### src/rtl/hs32_lsu_pkg.sv
// Shared codes for the hs32 load/store sequencer: access sizes, fault codes, FSM states.
package hs32_lsu_pkg;

    localparam logic [1:0] SZ_BYTE = 2'b00;
    localparam logic [1:0] SZ_HALF = 2'b01;
    localparam logic [1:0] SZ_WORD = 2'b10;
    localparam logic [1:0] SZ_RSVD = 2'b11;

    localparam logic [1:0] FLT_OK    = 2'b00;
    localparam logic [1:0] FLT_ALIGN = 2'b01;
    localparam logic [1:0] FLT_TMO   = 2'b10;
    localparam logic [1:0] FLT_SIZE  = 2'b11;

    typedef enum logic [1:0] {
        ST_IDLE = 2'b00,
        ST_REQ  = 2'b01,
        ST_FIN  = 2'b10
    } state_t;

endpackage

### src/rtl/hs32_lsu_lane.sv
// Byte-lane steering: byte enables, replicated store data and extracted/extended load data.
module hs32_lsu_lane
    import hs32_lsu_pkg::*;
#(
    parameter  int unsigned DW = 32,
    localparam int unsigned NB = DW / 8,
    localparam int unsigned LB = $clog2(NB)
) (
    input  logic [LB-1:0] i_off,
    input  logic [1:0]    i_size,
    input  logic          i_sext,
    input  logic [DW-1:0] i_wdata,
    input  logic [DW-1:0] i_dtrm,
    output logic [NB-1:0] o_mbe_c,
    output logic [DW-1:0] o_mdtw_c,
    output logic [DW-1:0] o_rdata_c
);

    logic [DW-1:0] w_sh;

    // Right-justify the addressed lanes of the read word
    assign w_sh = i_dtrm >> {i_off, 3'b000};

    // Per-size enables, store replication and load extension
    always_comb begin
        o_mbe_c   = '0;
        o_mdtw_c  = i_wdata;
        o_rdata_c = w_sh;
        case (i_size)
            SZ_BYTE: begin
                o_mbe_c   = NB'(1) << i_off;
                o_mdtw_c  = {NB{i_wdata[7:0]}};
                o_rdata_c = {{(DW-8){i_sext & w_sh[7]}}, w_sh[7:0]};
            end
            SZ_HALF: begin
                o_mbe_c   = NB'(3) << i_off;
                o_mdtw_c  = {(NB/2){i_wdata[15:0]}};
                o_rdata_c = {{(DW-16){i_sext & w_sh[15]}}, w_sh[15:0]};
            end
            SZ_WORD: begin
                o_mbe_c   = '1;
                o_mdtw_c  = i_wdata;
                o_rdata_c = w_sh;
            end
            default: begin
                o_mbe_c   = '0;
                o_mdtw_c  = i_wdata;
                o_rdata_c = w_sh;
            end
        endcase
    end

endmodule

### src/rtl/hs32_lsu.sv
// Load/store sequencer between the execute FSM and the memory arbiter.
module hs32_lsu
    import hs32_lsu_pkg::*;
#(
    parameter int unsigned AW      = 32,
    parameter int unsigned DW      = 32,
    parameter int unsigned TIMEOUT = 255
) (
    input  logic                clk,
    input  logic                reset,
    input  logic                req,
    output logic                rdy,
    input  logic                rw,
    input  logic [1:0]          size,
    input  logic                sext,
    input  logic [AW-1:0]       addr,
    input  logic [DW-1:0]       wdata,
    output logic                done,
    output logic [DW-1:0]       rdata,
    output logic [1:0]          fault,
    output logic [AW-1:0]       maddr,
    output logic [DW-1:0]       mdtw,
    output logic [DW/8-1:0]     mbe,
    output logic                reqm,
    output logic                rw_mem,
    input  logic                rdym,
    input  logic [DW-1:0]       dtrm
);

    localparam int unsigned NB      = DW / 8;
    localparam int unsigned LB      = $clog2(NB);
    localparam int unsigned CW      = (TIMEOUT == 0) ? 1 : $clog2(TIMEOUT + 1);
    localparam int unsigned TLAST   = (TIMEOUT == 0) ? 0 : TIMEOUT - 1;
    localparam bit          HAS_TMO = (TIMEOUT != 0);

    state_t          r_state;
    state_t          w_state_nxt;
    logic            r_rdy;
    logic            r_done;
    logic            r_reqm;
    logic            r_rw_mem;
    logic [1:0]      r_fault;
    logic [CW-1:0]   r_cnt;
    logic [DW-1:0]   r_rdata;
    logic [AW-1:0]   r_maddr;
    logic [DW-1:0]   r_mdtw;
    logic [NB-1:0]   r_mbe;
    logic [1:0]      r_size;
    logic            r_sext;
    logic [LB-1:0]   r_off;

    logic            w_take;
    logic            w_bad_size;
    logic            w_misal;
    logic            w_hs;
    logic            w_tmo;
    logic [LB-1:0]   w_lane_off;
    logic [1:0]      w_lane_size;
    logic [NB-1:0]   w_lane_mbe;
    logic [DW-1:0]   w_lane_mdtw;
    logic [DW-1:0]   w_lane_rdata;

    // Request acceptance, request checks, handshake and timeout detection
    assign w_take     = (r_state == ST_IDLE) && req;
    assign w_bad_size = (size == SZ_RSVD);
    assign w_misal    = ((size == SZ_HALF) && addr[0]) ||
                        ((size == SZ_WORD) && (addr[LB-1:0] != '0));
    assign w_hs       = (r_state == ST_REQ) && r_reqm && rdym;
    assign w_tmo      = HAS_TMO && (r_state == ST_REQ) && !w_hs && (r_cnt == CW'(TLAST));

    // Lane steering uses the live request while idle, the latched one afterwards
    assign w_lane_off  = (r_state == ST_IDLE) ? addr[LB-1:0] : r_off;
    assign w_lane_size = (r_state == ST_IDLE) ? size : r_size;

    hs32_lsu_lane #(.DW(DW)) u_lane (
        .i_off     (w_lane_off),
        .i_size    (w_lane_size),
        .i_sext    (r_sext),
        .i_wdata   (wdata),
        .i_dtrm    (dtrm),
        .o_mbe_c   (w_lane_mbe),
        .o_mdtw_c  (w_lane_mdtw),
        .o_rdata_c (w_lane_rdata)
    );

    // State register
    always_ff @(posedge clk) begin
        if (!reset) r_state <= ST_IDLE;
        else        r_state <= w_state_nxt;
    end

    // Next-state logic
    always_comb begin
        w_state_nxt = r_state;
        case (r_state)
            ST_IDLE: if (w_take) w_state_nxt = (w_bad_size || w_misal) ? ST_FIN : ST_REQ;
            ST_REQ:  if (w_hs || w_tmo) w_state_nxt = ST_FIN;
            ST_FIN:  w_state_nxt = ST_IDLE;
            default: w_state_nxt = ST_IDLE;
        endcase
    end

    // Handshake, status and timeout counter registers
    always_ff @(posedge clk) begin
        if (!reset) begin
            r_rdy    <= 1'b1;
            r_done   <= 1'b0;
            r_reqm   <= 1'b0;
            r_rw_mem <= 1'b0;
            r_fault  <= FLT_OK;
            r_cnt    <= '0;
        end else begin
            r_rdy  <= (w_state_nxt == ST_IDLE);
            r_done <= (w_state_nxt == ST_FIN);
            case (r_state)
                ST_IDLE: begin
                    if (w_take) begin
                        if (w_bad_size) begin
                            r_fault <= FLT_SIZE;
                        end else if (w_misal) begin
                            r_fault <= FLT_ALIGN;
                        end else begin
                            r_reqm   <= 1'b1;
                            r_rw_mem <= rw;
                            r_cnt    <= '0;
                        end
                    end
                end
                ST_REQ: begin
                    if (w_hs) begin
                        r_reqm  <= 1'b0;
                        r_fault <= FLT_OK;
                    end else if (w_tmo) begin
                        r_reqm  <= 1'b0;
                        r_fault <= FLT_TMO;
                    end else if (r_cnt != '1) begin
                        r_cnt <= r_cnt + CW'(1);
                    end
                end
                default: ;
            endcase
        end
    end

    // Memory-side address/data/enables and load data capture
    always_ff @(posedge clk) begin
        if (!reset) begin
            r_rdata <= '0;
            r_maddr <= '0;
            r_mdtw  <= '0;
            r_mbe   <= '0;
            r_size  <= SZ_BYTE;
            r_sext  <= 1'b0;
            r_off   <= '0;
        end else begin
            if (w_take) begin
                r_size <= size;
                r_sext <= sext;
                r_off  <= addr[LB-1:0];
                if (!w_bad_size && !w_misal) begin
                    r_maddr <= {addr[AW-1:LB], LB'(0)};
                    r_mbe   <= w_lane_mbe;
                    r_mdtw  <= w_lane_mdtw;
                end
            end
            if (w_hs && !r_rw_mem) r_rdata <= w_lane_rdata;
        end
    end

    assign rdy    = r_rdy;
    assign done   = r_done;
    assign rdata  = r_rdata;
    assign fault  = r_fault;
    assign maddr  = r_maddr;
    assign mdtw   = r_mdtw;
    assign mbe    = r_mbe;
    assign reqm   = r_reqm;
    assign rw_mem = r_rw_mem;

endmodule

### config.mk
export PLATFORM = sky130hd
export DESIGN_NAME = hs32_lsu
export DESIGN_NICKNAME = d
export VERILOG_FILES = /design/src/rtl/hs32_lsu_pkg.sv /design/src/rtl/hs32_lsu_lane.sv /design/src/rtl/hs32_lsu.sv
export SDC_FILE = /design/constraint.sdc
export NUM_CORES = 1
export LEC_CHECK = 0
export CORE_ASPECT_RATIO = 0.8
export CORE_MARGIN = 2
export CORE_UTILIZATION = 25
export CTS_BUF_LIST = sky130_fd_sc_hd__clkbuf_4 sky130_fd_sc_hd__clkbuf_8
export CTS_CLUSTER_SIZE = 10
export DETAILED_ROUTE_END_ITERATION = 6
export GPL_TIMING_DRIVEN = 0
export REMOVE_ABC_BUFFERS = 1
export SYNTH_ARGS = -nofsm -noshare
export SYNTH_HDL_FRONTEND = slang
export SYNTH_SLANG_ARGS = --single-unit
### constraint.sdc
create_clock -name clk -period 2.1 [get_ports clk]
set_input_delay 0.525 -clock clk [delete_from_list [all_inputs] [get_ports clk]]
set_output_delay 0.525 -clock clk [all_outputs]
set_load 0.005 [all_outputs]
Word-level counts from Yosys, hierarchy flattened
Cells that the tools add are included.
{"block": "word_totals", "out_inout_bits": 106, "word_cells": 93, "ff_bits": 119, "in_bits": 104}
{"block": "classes", "mux": 28, "n_reduce_logical": 26, "shift": 3, "n_bitwise": 4, "add_sub_neg": 1, "n_eq_ne": 17}
{"operator": "$pmux W32 S2", "n": 2}
{"operator": "$mux W8", "n": 6}
{"operator": "$shr A32 B5 Y32", "n": 1}
{"operator": "$mux W2", "n": 10}
{"operator": "$pmux W8 S2", "n": 1}
{"operator": "$pmux W4 S3", "n": 1}
{"operator": "$ne A2 B2 Y1 const B", "n": 5}
{"operator": "$logic_and A1 B1 Y1", "n": 9}
{"operator": "$add A8 B1 Y8 const B", "n": 1}
{"operator": "$eq A2 B2 Y1 const B", "n": 4}
{"operator": "$eq A8 B8 Y1 const B", "n": 1}
{"operator": "$ne A8 B8 Y1 const B", "n": 1}
{"operator": "$pmux W2 S2", "n": 2}
{"operator": "$reduce_and A4 Y1", "n": 2}
{"operator": "$reduce_and A7 Y1", "n": 1}
{"operator": "$eq A2 B1 Y1 const B", "n": 3}
{"operator": "$logic_not A2 Y1", "n": 3}
{"operator": "$ne A3 B3 Y1 const B", "n": 2}
{"operator": "$mux W1", "n": 5}
{"operator": "$reduce_and A5 Y1", "n": 1}
{"operator": "$logic_not A1 Y1", "n": 4}
{"operator": "$reduce_bool A2 Y1", "n": 2}
{"operator": "$shl A1 B2 Y4 const A", "n": 1}
{"operator": "$shl A2 B2 Y4 const A", "n": 1}
{"operator": "other kinds (6)", "n": 10}

Depth between registers and ports, before layout
{"block": "logic_depth", "ltp_word": 10, "depth_mapped": 8, "mapped_depth_nobuf": 7}

Hierarchy
Synthesis repeated with hierarchy kept, for this count alone.
{"block": "unflattened", "cells_unflattened": 747, "hier_area_um2": 6185.9}
{"module": "hs32_lsu", "area_each_um2": 4759.6, "seq_area_each_um2": 2382.3, "instances": 1, "cells_per_inst": 564}
{"module": "hs32_lsu_lane", "area_each_um2": 1426.4, "seq_area_each_um2": 0.0, "instances": 1, "cells_per_inst": 183}

Least setup slack after synthesis
No wires, ideal clock.
{"block": "synth_timing", "path_type": "register to register", "startpoint": "register r_state[0]", "endpoint": "register r_rdata[29] (netlist: rdata[29])", "path_buffers": 2, "path_stages_with_launch": 8, "required_ns": 1.963, "period_less_slack_ns": 1.949, "setup_ns": 0.137, "setup_slack_ns": 0.151, "t_arrival_ns": 1.812, "cell_sequence": "dfxtp_1 -> buf_6 -> nor2_4 -> mux2i_2 -> nand3_2 -> a21oi_4 -> buf_4 -> o32ai_2"}
{"block": "synth_via", "elab_chain_cells": 5, "word_cells_on_any_way": 13, "classes_between": "eq/ne: 2; shift: 1; mux: 3; bitwise: 2; reduce/logical: 5"}
{"element": "start: declaration", "line_no": "hs32_lsu.sv:36", "rtl": "state_t r_state;"}
{"element": "start signal: assignment", "line_no": "hs32_lsu.sv:89", "rtl": "else r_state <= w_state_nxt;"}
{"element": "$logic_not A2 Y1", "line_no": "hs32_lsu.sv:72, hs32_lsu.sv:73"}
{"element": "$mux W2", "line_no": "hs32_lsu.sv:72", "rtl": "assign w_lane_off = (r_state == ST_IDLE) ? addr[LB-1:0] : r_off;"}
{"element": "$shr A32 B5 Y32", "line_no": "hs32_lsu_lane.sv:22", "rtl": "assign w_sh = i_dtrm >> {i_off, 3'b000};"}
{"element": "$and A1 B1 Y1, on equally long branches", "line_no": "hs32_lsu_lane.sv:38, hs32_lsu_lane.sv:33"}
{"element": "$pmux W32 S2", "line_no": "hs32_lsu_lane.sv:29", "rtl": "case (i_size)"}
{"element": "end signal: assignment", "line_no": "hs32_lsu.sv:166", "rtl": "if (w_hs && !r_rw_mem) r_rdata <= w_lane_rdata;"}
{"element": "end: declaration", "line_no": "hs32_lsu.sv:44", "rtl": "logic [DW-1:0] r_rdata;"}
Parallel ways exist; a longest one is shown, timed or not.
A chain may end at the register's enable or synchronous reset.

Worst setup path in the final report
{"block": "layout_timing", "startpoint": "register r_state[0]", "endpoint": "register r_rdata[20] (netlist: rdata[20])"}
Same word-level chain as after synthesis.

==> impl_metrics.env <==
export IMPL_status="complete, no violations"
export IMPL_dp_hpwl_microns=12700
export IMPL_critPathMaxFanout=26
export IMPL_crit_slowest_cell="or3_4"
export IMPL_grt_max_degree=76
export IMPL_reg2regPathDepth=5
export IMPL_leakagePower_nw=3.00
export IMPL_dieArea_sq_mm=0.0228
export IMPL_critPathCaptureType="register"
export IMPL_portBuffers=207
export IMPL_vdd_drop_max_uv=294
export IMPL_grt_pass1_vias=5422
export IMPL_numCtsBuffers=17
export IMPL_area_growth_pct=56.1
export IMPL_worstPathArrival_ps=2370
export IMPL_grt_overflow=0
export IMPL_clock_skew_ps=16.7
export IMPL_cts_root_buf="clkbuf_8"
export IMPL_power_share_sequential=0.395
export IMPL_ys_seq_area_frac=0.441
export IMPL_globalplace_congestion=0.823
export IMPL_ys_warn_count=0
export IMPL_netlist_top_cells_area="dfxtp_1 44%, a21oi_1 9.6%, nand2_1 8.9%"
export IMPL_clockPowerShare=0.390
export IMPL_critPathKind="reg -> reg"
export IMPL_slew_viol_final=0
export IMPL_p_per_area_mw_per_mm2=738
export IMPL_synth_top_area_share=0.441
export IMPL_switching_share=0.279
export IMPL_power_internal_mw=4.49
export IMPL_ys_top_cells_by_count="128 x nand2_1, 119 x dfxtp_1, 104 x a21oi_1, 55 x o21ai_0, 29 x clkbuf_1"
export IMPL_final_cells=1146
export IMPL_drt_iter0_drc=423
export IMPL_max_cap_viol_count=0
export IMPL_period_share=0.959
export IMPL_drive_gt1_frac=0.122
export IMPL_crit_required_ps=2460
export IMPL_ctsHoldBuffers=0
export IMPL_final_nets=963
export IMPL_synth_ff_type="dfxtp_1"
export IMPL_path_depth=5
export IMPL_routed_via_density=4.95
export IMPL_clock_latency_ps=450
export IMPL_grt_pass1_wl_microns=30800
export IMPL_cts_tree="yes"
export IMPL_worstMarginPinSlew_ps=803
export IMPL_cp_slowest_stage_delay_ps=530
export IMPL_synth_most_common_cell="nand2_1"
export IMPL_antenna_left=0
export IMPL_grt_usage=0.175
export IMPL_setup_viol_count_final=0
export IMPL_p_comb_frac=0.215
export IMPL_synth_top_area_cell="dfxtp_1"
export IMPL_async_flop_share=0
export IMPL_switching_power_mw=1.74
export IMPL_start_kind="register"
export IMPL_cts_sinks=119
export IMPL_die_w_microns=168
export IMPL_synth_edf_count=0
export IMPL_cts_buffer_depth=2
export IMPL_hold_viol_final=0
export IMPL_crit_top_cell="or3_4"
export IMPL_hold_class="reg -> reg"
export IMPL_die_y_microns=136
export IMPL_synth_cell_area_sq_mm=0.00541
export IMPL_h_tree_depth=4
export IMPL_fmax_mhz=497
export IMPL_rsz0062_at_grt="false"
export IMPL_place_inst=1089
export IMPL_io_pins=210
export IMPL_fin_crit_ps=2010
export IMPL_clk_pin_slew_ps=70
export IMPL_drcViolationCount=0
export IMPL_hold_path_depth=2
export IMPL_relSlewSlack=0.464
export IMPL_holdWs_ps=452
export IMPL_drtPass1Iterations=5
export IMPL_ys_ff_latch=119
export IMPL_syn_inst=653
export IMPL_critical_path_buf_inv_count=0
export IMPL_avgRoutedWirePerCell_microns=17.6
export IMPL_vias=5677
export IMPL_core_sq_mm=0.0214
export IMPL_initial_core_util=0.253
export IMPL_rows=48
export IMPL_synth_cell_types=59
export IMPL_syn_area_per_cell_sq_um=8.28
export IMPL_crit_chain="nand3_4 -> or3_4 -> or3_4 -> a2bb2oi_1 -> o31ai_1"
export IMPL_crit_family="simple AND/OR/NAND/NOR gates"
export IMPL_drt_total_wl_microns=20200
export IMPL_antenna_found_initial=1
-- worst paths after layout --
kind	start	end	slack, ps
max	r_state[0]	rdata[20]	90
min	maddr[27]	maddr[27]	450
max reg2reg	r_state[0]	rdata[20]	90
min reg2reg	maddr[27]	maddr[27]	450
-- cells by family after synthesis --
kind of cell	Yosys count	share of synthesized area
flip-flops	119	0.441
XOR/XNOR	4	0.00648
multiplexers	23	0.0453
other	1	0.000693
adder cells (fa/ha/maj)	2	0.00463
buffers and inverters	57	0.0507
AO/OA/AOI/OAI	239	0.271
AND/OR/NAND/NOR	208	0.180
-- per-stage QoR --
stage	setup TNS [ps]	setup slack, ps	utilization	total power, mW	area [sq um]
global placement	-364430	-4220	0.355	3.68	7580
finish	0	87.1	0.395	6.23	8440
floorplan	-115470	-1810	-	3.03	5170
detailed placement	-122130	-1640	0.357	3.68	7630
CTS	0	9.09	0.391	6.28	8350
global route	0	0.866	0.395	6.53	8440
-- tightest hold or removal path: stages (launching register included) --
cell	delay (ps)
dfxtp_1	310
nand2_1	50
a21oi_1	50
-- state kept, by name, indices dropped and copies added (netlist names), 4 cells and up --
register	flops
mdtw	32
mbe	4
rdata	32
maddr	30
r_cnt	8
-- routing by layer --
metal | global-route usage | part of all wire | vias to the layer above
li1 | - | - | 2746
met5 | 0 | 0 | -
met2 | 0.262 | 0.44 | 224
met1 | 0.237 | 0.47 | 2685
met4 | 0.0599 | 0.016 | 0
met3 | 0.0546 | 0.076 | 22
-- layout make-up --
class	count	area [sq um]
diodes	1	2.50
clock inverters	8	143
repair buffers	228	2270
multi-input cells	483	2930
flip-flops and latches	119	2390
well taps	275	344
inverters	8	43.8
fillers	2192	12900
clock buffers	24	312
-- what timing repair did --
item	4_1_cts	5_1_grt
endpoints found under the setup margin	116	41
pin swaps	7	3
gates resized for setup	37	7
cloned	4	1
buffers inserted	10	9
-- placed cells by master (no fill, tap or decap), types with 7 or more instances in the layout --
master / instances
a2bb2oi_1: 8
a311oi_1: 8
nand3_1: 19
and2_1: 10
nor2_1: 16
nand2_1: 127
o31ai_1: 8
a22oi_1: 16
dfxtp_1: 117
a31oi_1: 9
inv_1: 7
buf_4: 16
o21ai_0: 55
a21oi_1: 103
clkdlybuf4s50_1: 200
mux2_2: 9
clkbuf_8: 21
mux2i_1: 12
-- power groups by stage --
| stage | clock network (mW) | registers, mW | logic (mW) |
|---|---|---|---|
| 5_1_grt | 2.61 | 2.47 | 1.45 |
| 6_report | 2.43 | 2.46 | 1.34 |
| 4_1_cts | 2.52 | 2.46 | 1.30 |
| 3_3_place_gp | 0 | 2.50 | 1.18 |
| 2_1_floorplan | 0 | 2.50 | 0.532 |
| 3_5_place_dp | 0 | 2.50 | 1.18 |
No activity file was read; power rests on OpenSTA's default activity.
